$ cat src/rtl/tb_pkg.sv
`default_nettype none
// ============================================================================
// Module      : tb_pkg
// Description : Shared ALU opcode encoding, data-path sizing and the command
//               driver state type.
// Revision    : 1.0 - initial release
// ============================================================================
package tb_pkg;

    localparam int DATA_W     = 32;
    localparam int RESULT_LAT = 2;

    typedef enum logic [2:0] {
        ADD = 3'd0,
        SUB = 3'd1,
        MUL = 3'd2,
        DIV = 3'd3,
        MOD = 3'd4,
        ACC = 3'd5,
        MAC = 3'd6
    } opcode;

    typedef enum logic [1:0] {
        IDLE  = 2'd0,
        ISSUE = 2'd1,
        WAIT  = 2'd2,
        RESP  = 2'd3
    } drv_state_t;

    // Operations whose zero divisor must be trapped before reaching the ALU.
    function automatic logic is_div_mod(input opcode op);
        return (op == DIV) || (op == MOD);
    endfunction

endpackage
`default_nettype wire

$ cat src/rtl/alu_cmd_driver.sv
`default_nettype none
// ============================================================================
// Module      : alu_cmd_driver
// Description : Issues one command at a time to the ALU, waits its fixed
//               latency and returns the captured result with its tag.
// Revision    : 1.0 - initial release
// ============================================================================
module alu_cmd_driver #(
    parameter int DATA_W     = tb_pkg::DATA_W,
    parameter int TAG_W      = 4,
    parameter int RESULT_LAT = tb_pkg::RESULT_LAT
) (
    input  logic              clock,
    input  logic              reset,
    input  logic              cmd_valid,
    output logic              cmd_ready,
    input  logic [DATA_W-1:0] cmd_a,
    input  logic [DATA_W-1:0] cmd_b,
    input  tb_pkg::opcode     cmd_op,
    input  logic [TAG_W-1:0]  cmd_tag,
    output logic              alu_start,
    output logic [DATA_W-1:0] alu_a,
    output logic [DATA_W-1:0] alu_b,
    output tb_pkg::opcode     alu_mode,
    input  logic [DATA_W-1:0] alu_c,
    output logic              rsp_valid,
    input  logic              rsp_ready,
    output logic [DATA_W-1:0] rsp_data,
    output logic [TAG_W-1:0]  rsp_tag,
    output logic              rsp_err,
    output logic              busy
);

    import tb_pkg::*;

    localparam int                c_cnt_w    = (RESULT_LAT > 1) ? $clog2(RESULT_LAT) : 1;
    localparam logic [c_cnt_w-1:0] c_cnt_load = c_cnt_w'(RESULT_LAT - 1);

    drv_state_t          r_state;
    drv_state_t          w_state_nxt;
    logic [c_cnt_w-1:0]  r_cnt;
    opcode               r_op;
    logic [TAG_W-1:0]    r_tag;
    logic [DATA_W-1:0]   r_alu_a;
    logic [DATA_W-1:0]   r_alu_b;
    opcode               r_alu_mode;
    logic [DATA_W-1:0]   r_rsp_data;
    logic [TAG_W-1:0]    r_rsp_tag;
    logic                r_rsp_err;
    logic                w_accept;
    logic                w_div_zero;
    logic                w_capture;

    always_ff @(posedge clock) begin
        if (reset) begin
            r_state <= IDLE;
        end else begin
            r_state <= w_state_nxt;
        end
    end

    always_comb begin
        w_state_nxt = r_state;
        w_accept    = 1'b0;
        w_div_zero  = 1'b0;
        w_capture   = 1'b0;
        case (r_state)
            IDLE: begin
                w_div_zero = is_div_mod(cmd_op) && (cmd_b == '0);
                if (cmd_valid && !reset) begin
                    w_accept    = 1'b1;
                    w_state_nxt = w_div_zero ? RESP : ISSUE;
                end
            end
            ISSUE: w_state_nxt = WAIT;
            WAIT: begin
                if (r_cnt == '0) begin
                    w_capture   = 1'b1;
                    w_state_nxt = RESP;
                end
            end
            RESP: begin
                if (rsp_ready) begin
                    w_state_nxt = IDLE;
                end
            end
            default: w_state_nxt = IDLE;
        endcase
    end

    // The ALU mode only follows the new op one cycle after the start strobe,
    // so an ACC/MAC sees the previous command's settled result as its base.
    always_ff @(posedge clock) begin
        if (reset) begin
            r_cnt      <= '0;
            r_op       <= ADD;
            r_tag      <= '0;
            r_alu_a    <= '0;
            r_alu_b    <= '0;
            r_alu_mode <= ADD;
            r_rsp_data <= '0;
            r_rsp_tag  <= '0;
            r_rsp_err  <= 1'b0;
        end else begin
            if (w_accept) begin
                r_op  <= cmd_op;
                r_tag <= cmd_tag;
                if (w_div_zero) begin
                    r_rsp_data <= '0;
                    r_rsp_tag  <= cmd_tag;
                    r_rsp_err  <= 1'b1;
                end else begin
                    r_alu_a <= cmd_a;
                    r_alu_b <= cmd_b;
                end
            end
            if (r_state == ISSUE) begin
                r_alu_mode <= r_op;
                r_cnt      <= c_cnt_load;
            end else if ((r_state == WAIT) && (r_cnt != '0)) begin
                r_cnt <= r_cnt - 1'b1;
            end
            if (w_capture) begin
                r_rsp_data <= alu_c;
                r_rsp_tag  <= r_tag;
                r_rsp_err  <= 1'b0;
            end
        end
    end

    assign cmd_ready = (r_state == IDLE) && !reset;
    assign alu_start = (r_state == ISSUE);
    assign alu_a     = r_alu_a;
    assign alu_b     = r_alu_b;
    assign alu_mode  = r_alu_mode;
    assign rsp_valid = (r_state == RESP);
    assign rsp_data  = r_rsp_data;
    assign rsp_tag   = r_rsp_tag;
    assign rsp_err   = r_rsp_err;
    assign busy      = (r_state != IDLE);

endmodule
`default_nettype wire

$ cat config.mk
export PLATFORM = sky130hd
export DESIGN_NAME = alu_cmd_driver
export DESIGN_NICKNAME = d
export VERILOG_FILES = /design/src/rtl/tb_pkg.sv /design/src/rtl/alu_cmd_driver.sv
export SDC_FILE = /design/constraint.sdc
export NUM_CORES = 1
export LEC_CHECK = 0
export BUFFER_PORTS_ARGS = -buffer_cell sky130_fd_sc_hd__buf_2
export CAP_MARGIN = 20
export CORE_MARGIN = 2
export CORE_UTILIZATION = 25
export DETAILED_ROUTE_END_ITERATION = 7
export GPL_TIMING_DRIVEN = 0
export SYNTH_ARGS = -nofsm -noshare
export SYNTH_HDL_FRONTEND = slang
export SYNTH_SLANG_ARGS = --single-unit
$ cat constraint.sdc
create_clock -name clock -period 4.5 [get_ports clock]
set_input_delay 0.225 -clock clock [delete_from_list [all_inputs] [get_ports clock]]
set_output_delay 0.225 -clock clock [all_outputs]
set_load 0.05 [all_outputs]
==> key figures <==
Die
  • Starting Density: 0.255
  • CORE AREA: 0.0210 mm²
  • I/O pins: 215
  • Num rows: 53
  • Die ar.: 0.0226 mm²
  • Die width: 150 µm
  • Die height: 150 µm

Finish
  • Share of cells above drive strength 1: 0.282
  • Synthesis-to-finish area growth: 40.9%
  • Fin nets: 980

Detailed routing
  • Via Count: 5,831
  • Post-DRT Antenna Nets: 0
  • First DRT Iteration DRCs: 338
  • WL final: 19.4 mm
  • First-pass DRT Iterations: 5
  • # DRC: 0
  • Via density: 5.02
  • WL/cell: 16.7 µm

Placement
  • RePlAce Congestion: 0.739
  • Post-DP HPWL: 13.8 mm
  • Port Buf Inserts: 213
  • Worst slack at placement: 1490 ps

Worst setup path
  • Setup Crit Path Kind: flip-flop to flip-flop
  • Crit path launch: r_state[1]$_SDFFE_PP0P_
  • WP data arrival: 3290 ps
  • Reg-to-Reg Start: r_state[1]$_SDFFE_PP0P_
  • FF-to-FF End: rsp_data[16]$_SDFFE_PP0P_
  • CP required: 4810 ps
  • Worst Path Max Fanout: 10
  • CP Launch Type: flip-flop
  • Worst reg-to-reg path cell count: 8
  • Worst R2R Setup Slack: 1520 ps
  • Setup crit end kind: flip-flop

STA
  • Final setup vio count: 0
  • Fin. max-slew vios: 0
  • Clk_skew: 5.44 ps
  • Post-layout min period: 2980 ps
  • Setup slack after layout: 1520 ps
  • Final period util: 0.663
  • Worst-margin pin slew: 898 ps
  • RSZ-0062 raised after global routing: no
  • Setup TNS: 0 ps
  • Hold Fails Final Rpt: 0
  • Max-slew headroom: 0.401
  • FMAX: 335 MHz

Yosys
  • Post-synthesis adder-cell area fraction: 0.00934
  • Post-synthesis mux area share: 0.0131
  • Synth area leader: dfxtp_1
  • Synth async-reset ratio: 0
  • Largest family of logic cells by synthesized area: simple AND/OR/NAND/NOR gates
  • Post-Syn Instances: 620
  • Top cells by count, synth: 114 x dfxtp_1, 60 x clkbuf_1, 42 x nor2_1
  • Flops & latches, synth: 114
  • Top FF cell, synth: dfxtp_1
  • Synth Area in Simple Gates: 0.288
  • Post-synthesis net count: 731
  • Compound-Gate Fraction of Synth Area: 0.212
  • Top post-synthesis cells by area: dfxtp_1 43%, a22o_1 5.2%, a211o_1 4.7%
  • Synth unique cells: 37
  • Most frequent cell after synthesis: dfxtp_1
  • Netlist Area Pre-Place: 0.00536 mm²
  • Post-synth EDFFs: 0
  • Register area share after synthesis: 0.426
  • Synth Warn #: 0
  • Post-synthesis xor/xnor area fraction: 0
  • Share of the synthesized area in the top cell type: 0.426
  • Average size of a mapped cell: 8.64 µm²

CTS
  • CTS tree: yes
  • Clock-pin slew on the worst setup and hold paths: 60 ps
  • CTS buffer count: 17
  • Clk_lat worst skew: 410 ps
  • H-tree Lvls: 4
  • Postcts setup bufs: 0
  • Clock tree buffer depth: 2
  • Post-CTS Resized: 0
  • Clock sink count: 114
  • Root Buffer: clkbuf_16

Power
  • Power Dens Cells: 576 mW/mm²
  • P_int: 0.00254 W
  • Switch Pwr: 0.00181 W
  • Post-layout power: 0.00435 W
  • Leak pwr: 3.50 nW
  • Maximum vdd drop: 276 µV
  • Clock Power Share: 0.323
  • Sw Share: 0.417
  • Sequential share of power: 0.309
  • Comb power frac: 0.368

Min path
  • Hold WC Path Type: input pin to flip-flop
  • Worst hold path startpoint: alu_c[0]
  • Hold Path Depth: 2
  • Worst Hold End: rsp_data[0]$_SDFFE_PP0P_

Global route
  • Initial antenna violation count: 3
  • Overflow after GRT: 0
  • Vias in the first global route: 5,288
  • First-pass GRT wire length: 29.0 mm
  • Total track usage: 0.166
  • Largest net degree at the start of global routing: 17

Run
  • Max-cap violations: 0

Outcome
  • Outcome: finished, final reports clean
sequential cells by signal, summed over array words and instances (netlist names):
signal,count
rsp_err,1
alu_mode,3
rsp_tag,4
r_tag,4
r_state,2
rsp_data,32
alu_a,32
r_op,3
r_cnt,1
alu_b,32
power by group through the flow:
stage	Sequential, W	Clock (W)	Combinational (W)
floorplan	0.00202	0	0.000518
global placement	0.00136	0	0.00159
detailed placement	0.00136	0	0.00160
CTS	0.00134	0.00143	0.00161
global route	0.00137	0.00149	0.00170
finish	0.00134	0.00140	0.00160
repair_timing:
action                                  in CTS  in global routing
endpoints found under the hold margin       16                  0
endpoints found under the setup margin       0                  0
hold buffers                                16                  0
cell families (layout without fill, tap and decap cells):
group | after synthesis | in the layout
fa+ha+maj | 4 | 4
compound gates | 157 | 157
simple gates | 264 | 264
flops | 114 | 114
mux | 7 | 7
other cells | 0 | 4
buf+inv | 74 | 336
layout make-up:
| cell class | count | area [µm²] |
|---|---|---|
| sequential | 114 | 2280 |
| antenna | 4 | 10.0 |
| multi-input combinational | 432 | 2800 |
| clock buffer | 19 | 443 |
| timing repair buffer | 230 | 1230 |
| clock inverter | 13 | 161 |
| fill | 2184 | 13500 |
| buffer | 64 | 243 |
| tap | 275 | 344 |
| inverter | 10 | 37.5 |
layout by cell type, fill, tap and decap left out, types with 2 or more instances in the layout:
| cell | n |
|---|---|
| nor4_1 | 32 |
| nand2_1 | 10 |
| a22o_1 | 32 |
| nand3_1 | 33 |
| or4_1 | 2 |
| bufinv_16 | 3 |
| o31ai_1 | 4 |
| nor3b_1 | 33 |
| a211o_1 | 29 |
| dfxtp_1 | 114 |
| clkinv_2 | 3 |
| or3_1 | 2 |
| o21ai_0 | 41 |
| diode_2 | 4 |
| clkinvlp_4 | 4 |
| buf_2 | 216 |
| a21oi_1 | 10 |
| clkbuf_16 | 17 |
| nor2_1 | 42 |
| a211oi_1 | 3 |
| a22oi_1 | 32 |
| clkinv_4 | 3 |
| nand4_1 | 34 |
| mux2i_1 | 7 |
| buf_1 | 2 |
| nor2b_1 | 34 |
| dlygate4sd3_1 | 16 |
| clkbuf_1 | 61 |
| nand2b_1 | 29 |
| nor3_1 | 4 |
| nand3b_1 | 4 |
| inv_1 | 10 |
| ha_1 | 4 |
worst max path at each step:
stage / endpoint / slack (ps) / cells past startpoint
floorplan: rsp_data[10]$_SDFFE_PP0P_ / 2140 / 7
global placement: rsp_data[18]$_SDFFE_PP0P_ / 1300 / 7
detailed placement: rsp_data[16]$_SDFFE_PP0P_ / 1490 / 8
CTS: rsp_data[16]$_SDFFE_PP0P_ / 1470 / 8
global route: rsp_data[16]$_SDFFE_PP0P_ / 1350 / 8
finish: rsp_data[16]$_SDFFE_PP0P_ / 1520 / 8
worst max-delay path: stages (launching register included):
cell and delay, ps:
dfxtp_1 340, inv_1 100, ha_1 280, nor4b_1 390, and4_1 250, clkbuf_1 460
a41oi_1 420, clkbuf_1 340, a22o_1 290
layer usage:
metal	track usage	part of all wire
met5	0	0
met2	0.249	0.45
met1	0.227	0.46
met4	0.0608	0.021
met3	0.0439	0.071
per-stage QoR:
step,cells,hold slack (ps),area (µm²),util
after CTS,1157,0.664,7540,0.359
after global placement,1108,429,6770,0.322
after global routing,1160,6.62,7550,0.359
after floorplan,620,324,5360,-
final,1161,21.8,7550,0.359
after detailed placement,1109,436,6770,0.322
No activity file was read; power rests on OpenSTA's default activity.
